$ cat src/rtl/uart_proto_pkg.sv
// Shared definitions for the RX/ALU command protocol and its TX companion.
// Holds the frame tag constants and the default field widths.
package uart_proto_pkg;

   // Default widths used across the command protocol
   localparam int NB_DATA_DEF = 8;
   localparam int NB_OP_DEF   = 6;

   // Frame tags (same field width as the operation code)
   localparam logic [NB_OP_DEF-1:0] DATOA  = 6'b001000;
   localparam logic [NB_OP_DEF-1:0] DATOB  = 6'b010000;
   localparam logic [NB_OP_DEF-1:0] OP     = 6'b100000;
   localparam logic [NB_OP_DEF-1:0] RESULT = 6'b000100;

endpackage : uart_proto_pkg

$ cat src/rtl/uart_result_sender_tx_watchdog.sv
// Watchdog for one UART byte hand-over. The counter is cleared while a
// byte is being loaded, counts while waiting for the TX done bit, and
// saturates at the limit. o_expire flags the wait cycle on whose closing
// edge the counter reaches limit-1, so the owner can abort the frame on
// that same edge.
module tx_watchdog #(
   parameter int NB_TOUT = 16
) (
   input  logic               clk,
   input  logic               i_rst_n,
   input  logic               i_clear,
   input  logic               i_enable,
   input  logic [NB_TOUT-1:0] i_limit,
   output logic               o_expire
);

   logic [NB_TOUT-1:0] r_count;
   logic [NB_TOUT-1:0] w_threshold;

   // Expiry threshold: the count value seen one cycle before limit-1 is reached
   always_comb begin
      // NOTE: every signal assigned in a combinational block gets a value on
      // every path (here via the default first), otherwise a latch is inferred.
      w_threshold = '0;
      if (i_limit > NB_TOUT'(2)) begin
         w_threshold = i_limit - NB_TOUT'(2);
      end
   end

   assign o_expire = i_enable && (r_count >= w_threshold);

   // Wait-cycle counter: clear on load, count while enabled, hold at the limit
   always_ff @(posedge clk or negedge i_rst_n) begin
      // NOTE: state is updated with non-blocking assignments so every register
      // samples values from before the edge, independent of statement order.
      if (!i_rst_n) begin
         r_count <= '0;
      end else if (i_clear) begin
         r_count <= '0;
      end else if (i_enable && (r_count != i_limit)) begin
         r_count <= r_count + NB_TOUT'(1);
      end
   end

endmodule : tx_watchdog

$ cat src/rtl/uart_result_sender.sv
// Sends an ALU result to UART_TX as a two-byte frame: a tag byte marking
// a result, then the result byte. Each byte is handed over with a
// one-cycle start pulse and the block waits for the TX done bit; a
// watchdog aborts the frame if done never arrives.
module uart_result_sender
   import uart_proto_pkg::*;
#(
   parameter int                 NB_DATA     = NB_DATA_DEF,
   parameter int                 NB_OP       = NB_OP_DEF,
   parameter logic [NB_OP-1:0]   RESULT_TAG  = RESULT,
   parameter int                 NB_TOUT     = 16,
   parameter logic [NB_TOUT-1:0] TOUT_CYCLES = 16'd50000
) (
   input  logic               clk,
   input  logic               i_rst_n,
   input  logic               i_start,
   input  logic [NB_DATA-1:0] i_result,
   input  logic               i_txDone,
   output logic               o_tx_start,
   output logic [NB_DATA-1:0] o_data,
   output logic               o_busy,
   output logic               o_done,
   output logic               o_overrun,
   output logic               o_timeout
);

   // Header byte: result tag zero-extended to a full byte
   localparam logic [NB_DATA-1:0] HEADER = {{(NB_DATA-NB_OP){1'b0}}, RESULT_TAG};

   // One-hot frame sequencer encoding
   typedef enum logic [4:0] {
      S_IDLE     = 5'b00001,
      S_HDR_LOAD = 5'b00010,
      S_HDR_WAIT = 5'b00100,
      S_DAT_LOAD = 5'b01000,
      S_DAT_WAIT = 5'b10000
   } state_e;

   state_e             r_state;
   state_e             w_state_nxt;

   logic [NB_DATA-1:0] r_res;
   logic [NB_DATA-1:0] r_data;
   logic               r_tx_start;
   logic               r_done;
   logic               r_overrun;
   logic               r_timeout;

   logic               w_is_idle;
   logic               w_is_load;
   logic               w_is_wait;
   logic               w_expire;
   logic               w_capture;
   logic               w_tx_start_nxt;
   logic [NB_DATA-1:0] w_data_nxt;
   logic               w_done_nxt;
   logic               w_overrun_nxt;
   logic               w_timeout_nxt;

   assign w_is_idle = (r_state == S_IDLE);
   assign w_is_load = (r_state == S_HDR_LOAD) || (r_state == S_DAT_LOAD);
   assign w_is_wait = (r_state == S_HDR_WAIT) || (r_state == S_DAT_WAIT);

   tx_watchdog #(
      .NB_TOUT (NB_TOUT)
   ) u_watchdog (
      .clk      (clk),
      .i_rst_n  (i_rst_n),
      .i_clear  (w_is_load),
      .i_enable (w_is_wait),
      .i_limit  (TOUT_CYCLES),
      .o_expire (w_expire)
   );

   // State register
   always_ff @(posedge clk or negedge i_rst_n) begin
      if (!i_rst_n) begin
         r_state <= S_IDLE;
      end else begin
         r_state <= w_state_nxt;
      end
   end

   // Next-state logic; TX done beats watchdog expiry in the wait states
   always_comb begin
      w_state_nxt = r_state;
      case (r_state)
         S_IDLE: begin
            if (i_start) begin
               w_state_nxt = S_HDR_LOAD;
            end
         end
         S_HDR_LOAD: begin
            w_state_nxt = S_HDR_WAIT;
         end
         S_HDR_WAIT: begin
            if (i_txDone) begin
               w_state_nxt = S_DAT_LOAD;
            end else if (w_expire) begin
               w_state_nxt = S_IDLE;
            end
         end
         S_DAT_LOAD: begin
            w_state_nxt = S_DAT_WAIT;
         end
         S_DAT_WAIT: begin
            if (i_txDone || w_expire) begin
               w_state_nxt = S_IDLE;
            end
         end
         default: begin
            w_state_nxt = S_IDLE;
         end
      endcase
   end

   // Output decode: next values of the registered outputs, so the start
   // pulse and byte are visible during the LOAD state itself
   always_comb begin
      w_capture      = w_is_idle && i_start;
      w_tx_start_nxt = 1'b0;
      w_data_nxt     = r_data;
      if (w_state_nxt == S_HDR_LOAD) begin
         w_tx_start_nxt = 1'b1;
         w_data_nxt     = HEADER;
      end else if (w_state_nxt == S_DAT_LOAD) begin
         w_tx_start_nxt = 1'b1;
         w_data_nxt     = r_res;
      end
      w_done_nxt    = (r_state == S_DAT_WAIT) && i_txDone;
      w_overrun_nxt = !w_is_idle && i_start;
      w_timeout_nxt = w_is_wait && !i_txDone && w_expire;
   end

   // Result capture and registered outputs
   always_ff @(posedge clk or negedge i_rst_n) begin
      if (!i_rst_n) begin
         r_res      <= '0;
         r_data     <= '0;
         r_tx_start <= 1'b0;
         r_done     <= 1'b0;
         r_overrun  <= 1'b0;
         r_timeout  <= 1'b0;
      end else begin
         if (w_capture) begin
            r_res <= i_result;
         end
         r_data     <= w_data_nxt;
         r_tx_start <= w_tx_start_nxt;
         r_done     <= w_done_nxt;
         r_overrun  <= w_overrun_nxt;
         r_timeout  <= w_timeout_nxt;
      end
   end

   assign o_tx_start = r_tx_start;
   assign o_data     = r_data;
   assign o_busy     = !w_is_idle;
   assign o_done     = r_done;
   assign o_overrun  = r_overrun;
   assign o_timeout  = r_timeout;

endmodule : uart_result_sender

$ cat config.mk
export PLATFORM = sky130hd
export DESIGN_NAME = uart_result_sender
export DESIGN_NICKNAME = d
export VERILOG_FILES = /design/src/rtl/uart_proto_pkg.sv /design/src/rtl/uart_result_sender_tx_watchdog.sv /design/src/rtl/uart_result_sender.sv
export SDC_FILE = /design/constraint.sdc
export NUM_CORES = 1
export LEC_CHECK = 0
export BUFFER_PORTS_ARGS = -buffer_cell sky130_fd_sc_hd__clkbuf_2
export CAP_MARGIN = 30
export CORE_AREA = 5 5 65 67
export DETAILED_ROUTE_END_ITERATION = 8
export DIE_AREA = 0 0 70 72
export PLACE_DENSITY = 0.87
export SYNTH_ARGS = -nofsm -noshare
export SYNTH_HDL_FRONTEND = slang
export SYNTH_SLANG_ARGS = --single-unit
$ cat constraint.sdc
create_clock -name clk -period 2.5 [get_ports clk]
set_input_delay 0.5 -clock clk [delete_from_list [all_inputs] [get_ports clk]]
set_output_delay 0.5 -clock clk [all_outputs]
set_load 0.1 [all_outputs]
==> results of run 1 <==
[logic make-up after synthesis]
logic type	Yosys count
AND/OR/NAND/NOR	93
flip-flops	41
AO/OA/AOI/OAI	12
XOR/XNOR	12
multiplexers	12
buffers and inverters	11
adder cells (fa/ha/maj)	3
[registers in the layout (all words and copies together) (netlist names)]
| register | count |
|---|---|
| o_data | 8 |
| r_state | 5 |
| o_tx_start | 1 |
| r_res | 8 |
| o_overrun | 1 |
| o_timeout | 1 |
| u_watchdog.r_count | 16 |
| o_done | 1 |
[worst paths after layout]
check / from / endpoint / slack [ns] / depth (start not counted)
min: i_rst_n / u_watchdog.r_count[0] / 0.17 / 2
max reg2reg: u_watchdog.r_count[13] / r_state[4] / 0.56 / 4
min reg2reg: r_res[5] / o_data[5] / 0.48 / 2
max: r_state[2] / o_busy / 0.30 / 3
min in group clk: i_result[5] / r_res[5] / 0.37 / 2
max in group asynchronous: i_rst_n / r_state[0] / 1.95 / 2
[final cells by class]
cell class | count | share of cell area, %
clock inverter | 2 | 0.627
inverter | 5 | 0.856
multi-input combinational | 132 | 40.1
clock buffer | 6 | 2.34
tap | 48 | 2.74
timing repair buffer | 27 | 6.50
sequential | 41 | 46.8
[routing by layer]
layer	vias up	global-route usage, %
met5	-	0
met4	0	8.72
met3	11	4.71
met2	32	25.5
met1	680	18.7
li1	702	-
[layout by cell type (no fill, tap or decap), types with 2 or more instances in the layout]
cell type | netlist | routed
ha_1 | 3 | 3
a21oi_1 | 2 | 2
nand3_1 | 13 | 13
mux2_2 | 8 | 8
nand2_1 | 23 | 23
a211oi_1 | 2 | 2
and2_1 | 2 | 2
clkbuf_4 | 0 | 5
nand4_1 | 8 | 8
and3_1 | 3 | 3
nor2b_1 | 2 | 2
a2111oi_2 | 2 | 2
and4_1 | 5 | 5
nand3b_1 | 3 | 3
mux2i_1 | 4 | 4
inv_1 | 4 | 4
xnor2_1 | 4 | 4
xor2_1 | 8 | 8
buf_4 | 0 | 3
and4bb_2 | 2 | 2
nor2_1 | 21 | 21
dfrtp_1 | 40 | 40
nor3_1 | 4 | 4
nand2b_1 | 4 | 4
clkbuf_2 | 1 | 24
[metrics by stage]
step           util (%)  hold slack (ns)
2_1_floorplan         -            0.204
3_3_place_gp       59.5            0.444
3_5_place_dp       59.5            0.454
4_1_cts            61.3            0.181
5_1_grt            61.3            0.211
6_report           61.3            0.166
[worst max-delay path: cells and delay by family, from the launching register on]
kind          cells  cell delay, ns
buf+inv           2            0.49
flops             1            0.54
simple gates      1            0.31
[where the power goes]
part / switching, µW / total (µW) / internal, µW
clock network: 213 / 350 / 137
registers: 110 / 908 / 797
logic: 519 / 720 / 200
==> metrics.txt, run 1 <==
worst-path cell chain and4bb_2 > inv_1 > clkbuf_2; number of global-route vias before repair 1,357; Final Skew 0.0183 ns; Seq/Total Area, Yosys 52.8%; fillers 287; unrepaired setup endpoints after global routing false; top post-synthesis cells by area dfrtp_1 51%, mux2_2 4.6%, nand2_1 4.4%; GR Overflow Total 0; initial antenna violation count 0; Simple-Gate Fraction of Synth Area 25.0%; CP startpoint kind register; Die ar. 5040 µm²; largest family of logic cells by synthesized area simple AND/OR/NAND/NOR gates; GPL Wtd Cong 0.834; drt first-iter violations 95; DRT antenna net count 0; die height 72 µm; Synth Register Bits 41; uppermost routed layer met4; critical path arrival 1.70 ns; peak supply drop 472 µV; critical path required time 2.00 ns; Worst Setup Path Type register to output port; cell taking the most area after synthesis dfrtp_1; H-Tree Depth 2; PortBufs 24; ANT cells 0; number of synthesized flops with an enable pin 0; Post-CTS Repair Setup Buffers 0; Avg WL per Cell 14.3 µm; status finished clean; final worst setup slack 0.300 ns; Fin. Hold Viols 0; # clock sinks 41; Max Clk Rate 454 MHz; met2 WL 1900 µm; wl on met1 1550 µm; worst slack at placement 0.607 ns; post-synth design cell area 1950 µm²; first-pass GRT wire length 6130 µm; Area Overhead vs Synth 12.7%; routed vias 1,425; Synth top area share 51.4%; DRC 0; CTS max path bufs 2; Tightest Hold Check Type input pin to async pin; synthesized netlist cell count 184; Placed Area 2130 µm²; share of layout cells above drive strength 1 24.9%; Post-synth top cells 40 x dfrtp_1, 23 x nand2_1, 21 x nor2_1; largest net degree at the start of global routing 42; Final TNS setup 0 ns; total power 1980 µW; wire length on met3 176 µm; slew at the pin closest to its max-slew limit 0.601 ns; Detailed Routing Iterations Pass 1 4; Synth warnings 0; Synth Area in XOR/XNOR 5.40%; post-synthesis adder-cell area fraction 1.93%; Netlist cell types 36; final instance area 2190 µm²; hold-fix buffer count after cts 0; total routed wirelength 3720 µm; register area 1030 µm²; syn_nets 199; Final Max Slew Viols 0; Cell Pwr Density 902 nW/µm²; clock root buffer clkbuf_4; max incr delay on CP 0.54 ns; Cells after DPL 253; Num CTS Buffers 5; detail-routed via count per cell 5.46; post-layout min period 2.20 ns; Final HPWL DP 2710 µm; fin crit share 88.0%; maxcap violations 0; clock transition at the registers of the reported paths 0.12 ns; Core Box Area 3580 µm²; Final Non-Filler Cells 261; relative slew slack 59.9%; worst-path fanout max 9; GRT Total Usage 15.7%; Synth Area per Inst 10.6 µm²; dominant synthesized flop cell dfrtp_1; Finish-stage setup viols 0; LEAKAGE 0.00106 µW; slowest CP cell dfrtp_1; area occupied by multi-input gates 880 µm²; row count 22; complex-gate fraction of the synthesized area 5.92%; Post-synth ARST share 100%; Net count, final 227; I/O pins 25; cts repair resizes 0; Worst setup EP type output port; Starting Density 54.4%; die width 70 µm; mux cell area share after synthesis 6.69%; most numerous cell in the Yosys netlist dfrtp_1; clock insertion delay at the later pin of the skew report 0.36 ns; CTS tree yes
(Power assumes the default switching activity.)
==> run 2: changes to the inputs <==
- CORE_AREA: 5 5 65 67 -> 2 2 87 47
- DIE_AREA: 0 0 70 72 -> 0 0 89 49
==> run 2 against run 1 <==
- routed wire length increased by 13%
- sequential share of layout area decreased by 1.7 points
- hold slack improved by 0.028 ns
- clock skew decreased by 0.0054 ns
==> metrics.txt, run 2 (synthesis results as in run 1) <==
# clock sinks 41; Max Clk Rate 466 MHz; slew at the pin closest to its max-slew limit 0.650 ns; FF-to-FF setup slack 0.51 ns; worst r2r src u_watchdog.r_count[13]; DRC 0; clock insertion delay at the later pin of the skew report 0.29 ns; Biggest register u_watchdog.r_count; maxcap violations 0; Detailed Routing Iterations Pass 1 4; Area Overhead vs Synth 17.0%; crit path to o_busy; Final Non-Filler Cells 268; Final HPWL DP 3070 µm; Final TNS setup 0 ns; worst-path fanout max 8; post-layout min period 2.15 ns; Fin. Hold Viols 0; die width 89 µm; critical path required time 2.00 ns; H-Tree Depth 2; Cell Pwr Density 992 nW/µm²; max reg flops 16; critical path arrival 1.65 ns; largest net degree at the start of global routing 25; GR Overflow Total 0; fin crit share 85.9%; first-pass GRT wire length 7090 µm; Tightest Hold Check Type input pin to async pin; Post-CTS Repair Setup Buffers 0; number of global-route vias before repair 1,451; share of layout cells above drive strength 1 25.2%; drt first-iter violations 107; unrepaired setup endpoints after global routing false; Worst R2R Path Depth 4; die height 49 µm; Worst setup EP type output port; commonest non-fill, non-tap cell in the layout dfrtp_1; Final Skew 0.0129 ns; Worst Setup Path Type register to output port; initial antenna violation count 0; Num CTS Buffers 5; peak supply drop 474 µV; Starting Density 52.8%; Min Hold Slack 0.194 ns; DRT antenna net count 0; CTS tree yes; PortBufs 24; Finish-stage setup viols 0; GRT Total Usage 22.0%; CP startpoint r_state[4]; GPL Wtd Cong 0.921; LEAKAGE 0.00110 µW; Avg WL per Cell 15.6 µm; CTS max path bufs 2; Final Max Slew Viols 0; clock root buffer clkbuf_8; total routed wirelength 4190 µm; row count 16; clock transition at the registers of the reported paths 0.08 ns; Net count, final 228; commonest non-fill, non-tap cells in the layout 40 x dfrtp_1, 24 x clkbuf_2, 23 x nand2_1, 21 x nor2_1, 13 x nand3_1; detail-routed via count per cell 5.54; hold-fix buffer count after cts 0; R2R Path End r_state[2]; Die ar. 4360 µm²; relative slew slack 56.5%; Core Box Area 3680 µm²; routed vias 1,486; CP startpoint kind register; status finished clean; I/O pins 25; Cells after DPL 260; cts repair resizes 0; ANT cells 0
## run 2: final cells by class
| cell class | count | area, µm² |
|---|---|---|
| clock inverters | 3 | 65.1 |
| well taps | 54 | 67.6 |
| clock buffers | 5 | 68.8 |
| flip-flops and latches | 41 | 1030 |
| inverters | 5 | 18.8 |
| fillers | 308 | 1410 |
| multi-input cells | 132 | 880 |
| repair buffers | 28 | 150 |
## run 2: through the flow
step | total power, µW | cell area (µm²) | util [%] | worst slack [ns]
2_1_floorplan | 1480 | 1950 | - | 0.653
3_3_place_gp | 1620 | 2140 | 58.2 | 0.627
3_5_place_dp | 1650 | 2140 | 58.2 | 0.567
4_1_cts | 2270 | 2280 | 61.8 | 0.367
5_1_grt | 2380 | 2280 | 61.8 | 0.269
6_report | 2260 | 2280 | 61.8 | 0.353
## run 2: worst max-delay path, cell delays in order (launching register included)
cell and delay (ns):
dfrtp_1 0.52, nor2_1 0.08, and4bb_2 0.25, inv_1 0.05, clkbuf_2 0.44
## run 2: layer usage
metal	vias to the layer above	wire, µm	track usage (%)
met2	53	1740	29.1
met5	-	0	0
li1	705	-	-
met1	726	2060	34.9
met4	0	14	5.97
met3	2	375	6.43
## run 2: how the worst min path moves through the flow
stage          depth (start not counted)  startpoint  slack (ns)         end
2_1_floorplan                          0     i_rst_n        0.20   o_data[0]
3_3_place_gp                           2    r_res[0]        0.44   o_data[0]
3_5_place_dp                           2    r_res[5]        0.45   o_data[5]
4_1_cts                                1     i_rst_n        0.20   o_data[0]
5_1_grt                                1     i_rst_n        0.24    r_res[0]
6_report                               1     i_rst_n        0.19  r_state[4]
## run 2: where the power goes
part	internal, µW	switching [µW]	total (µW)
combinational	201	523	724
sequential	798	114	912
clock	397	227	624
total	1400	864	2260
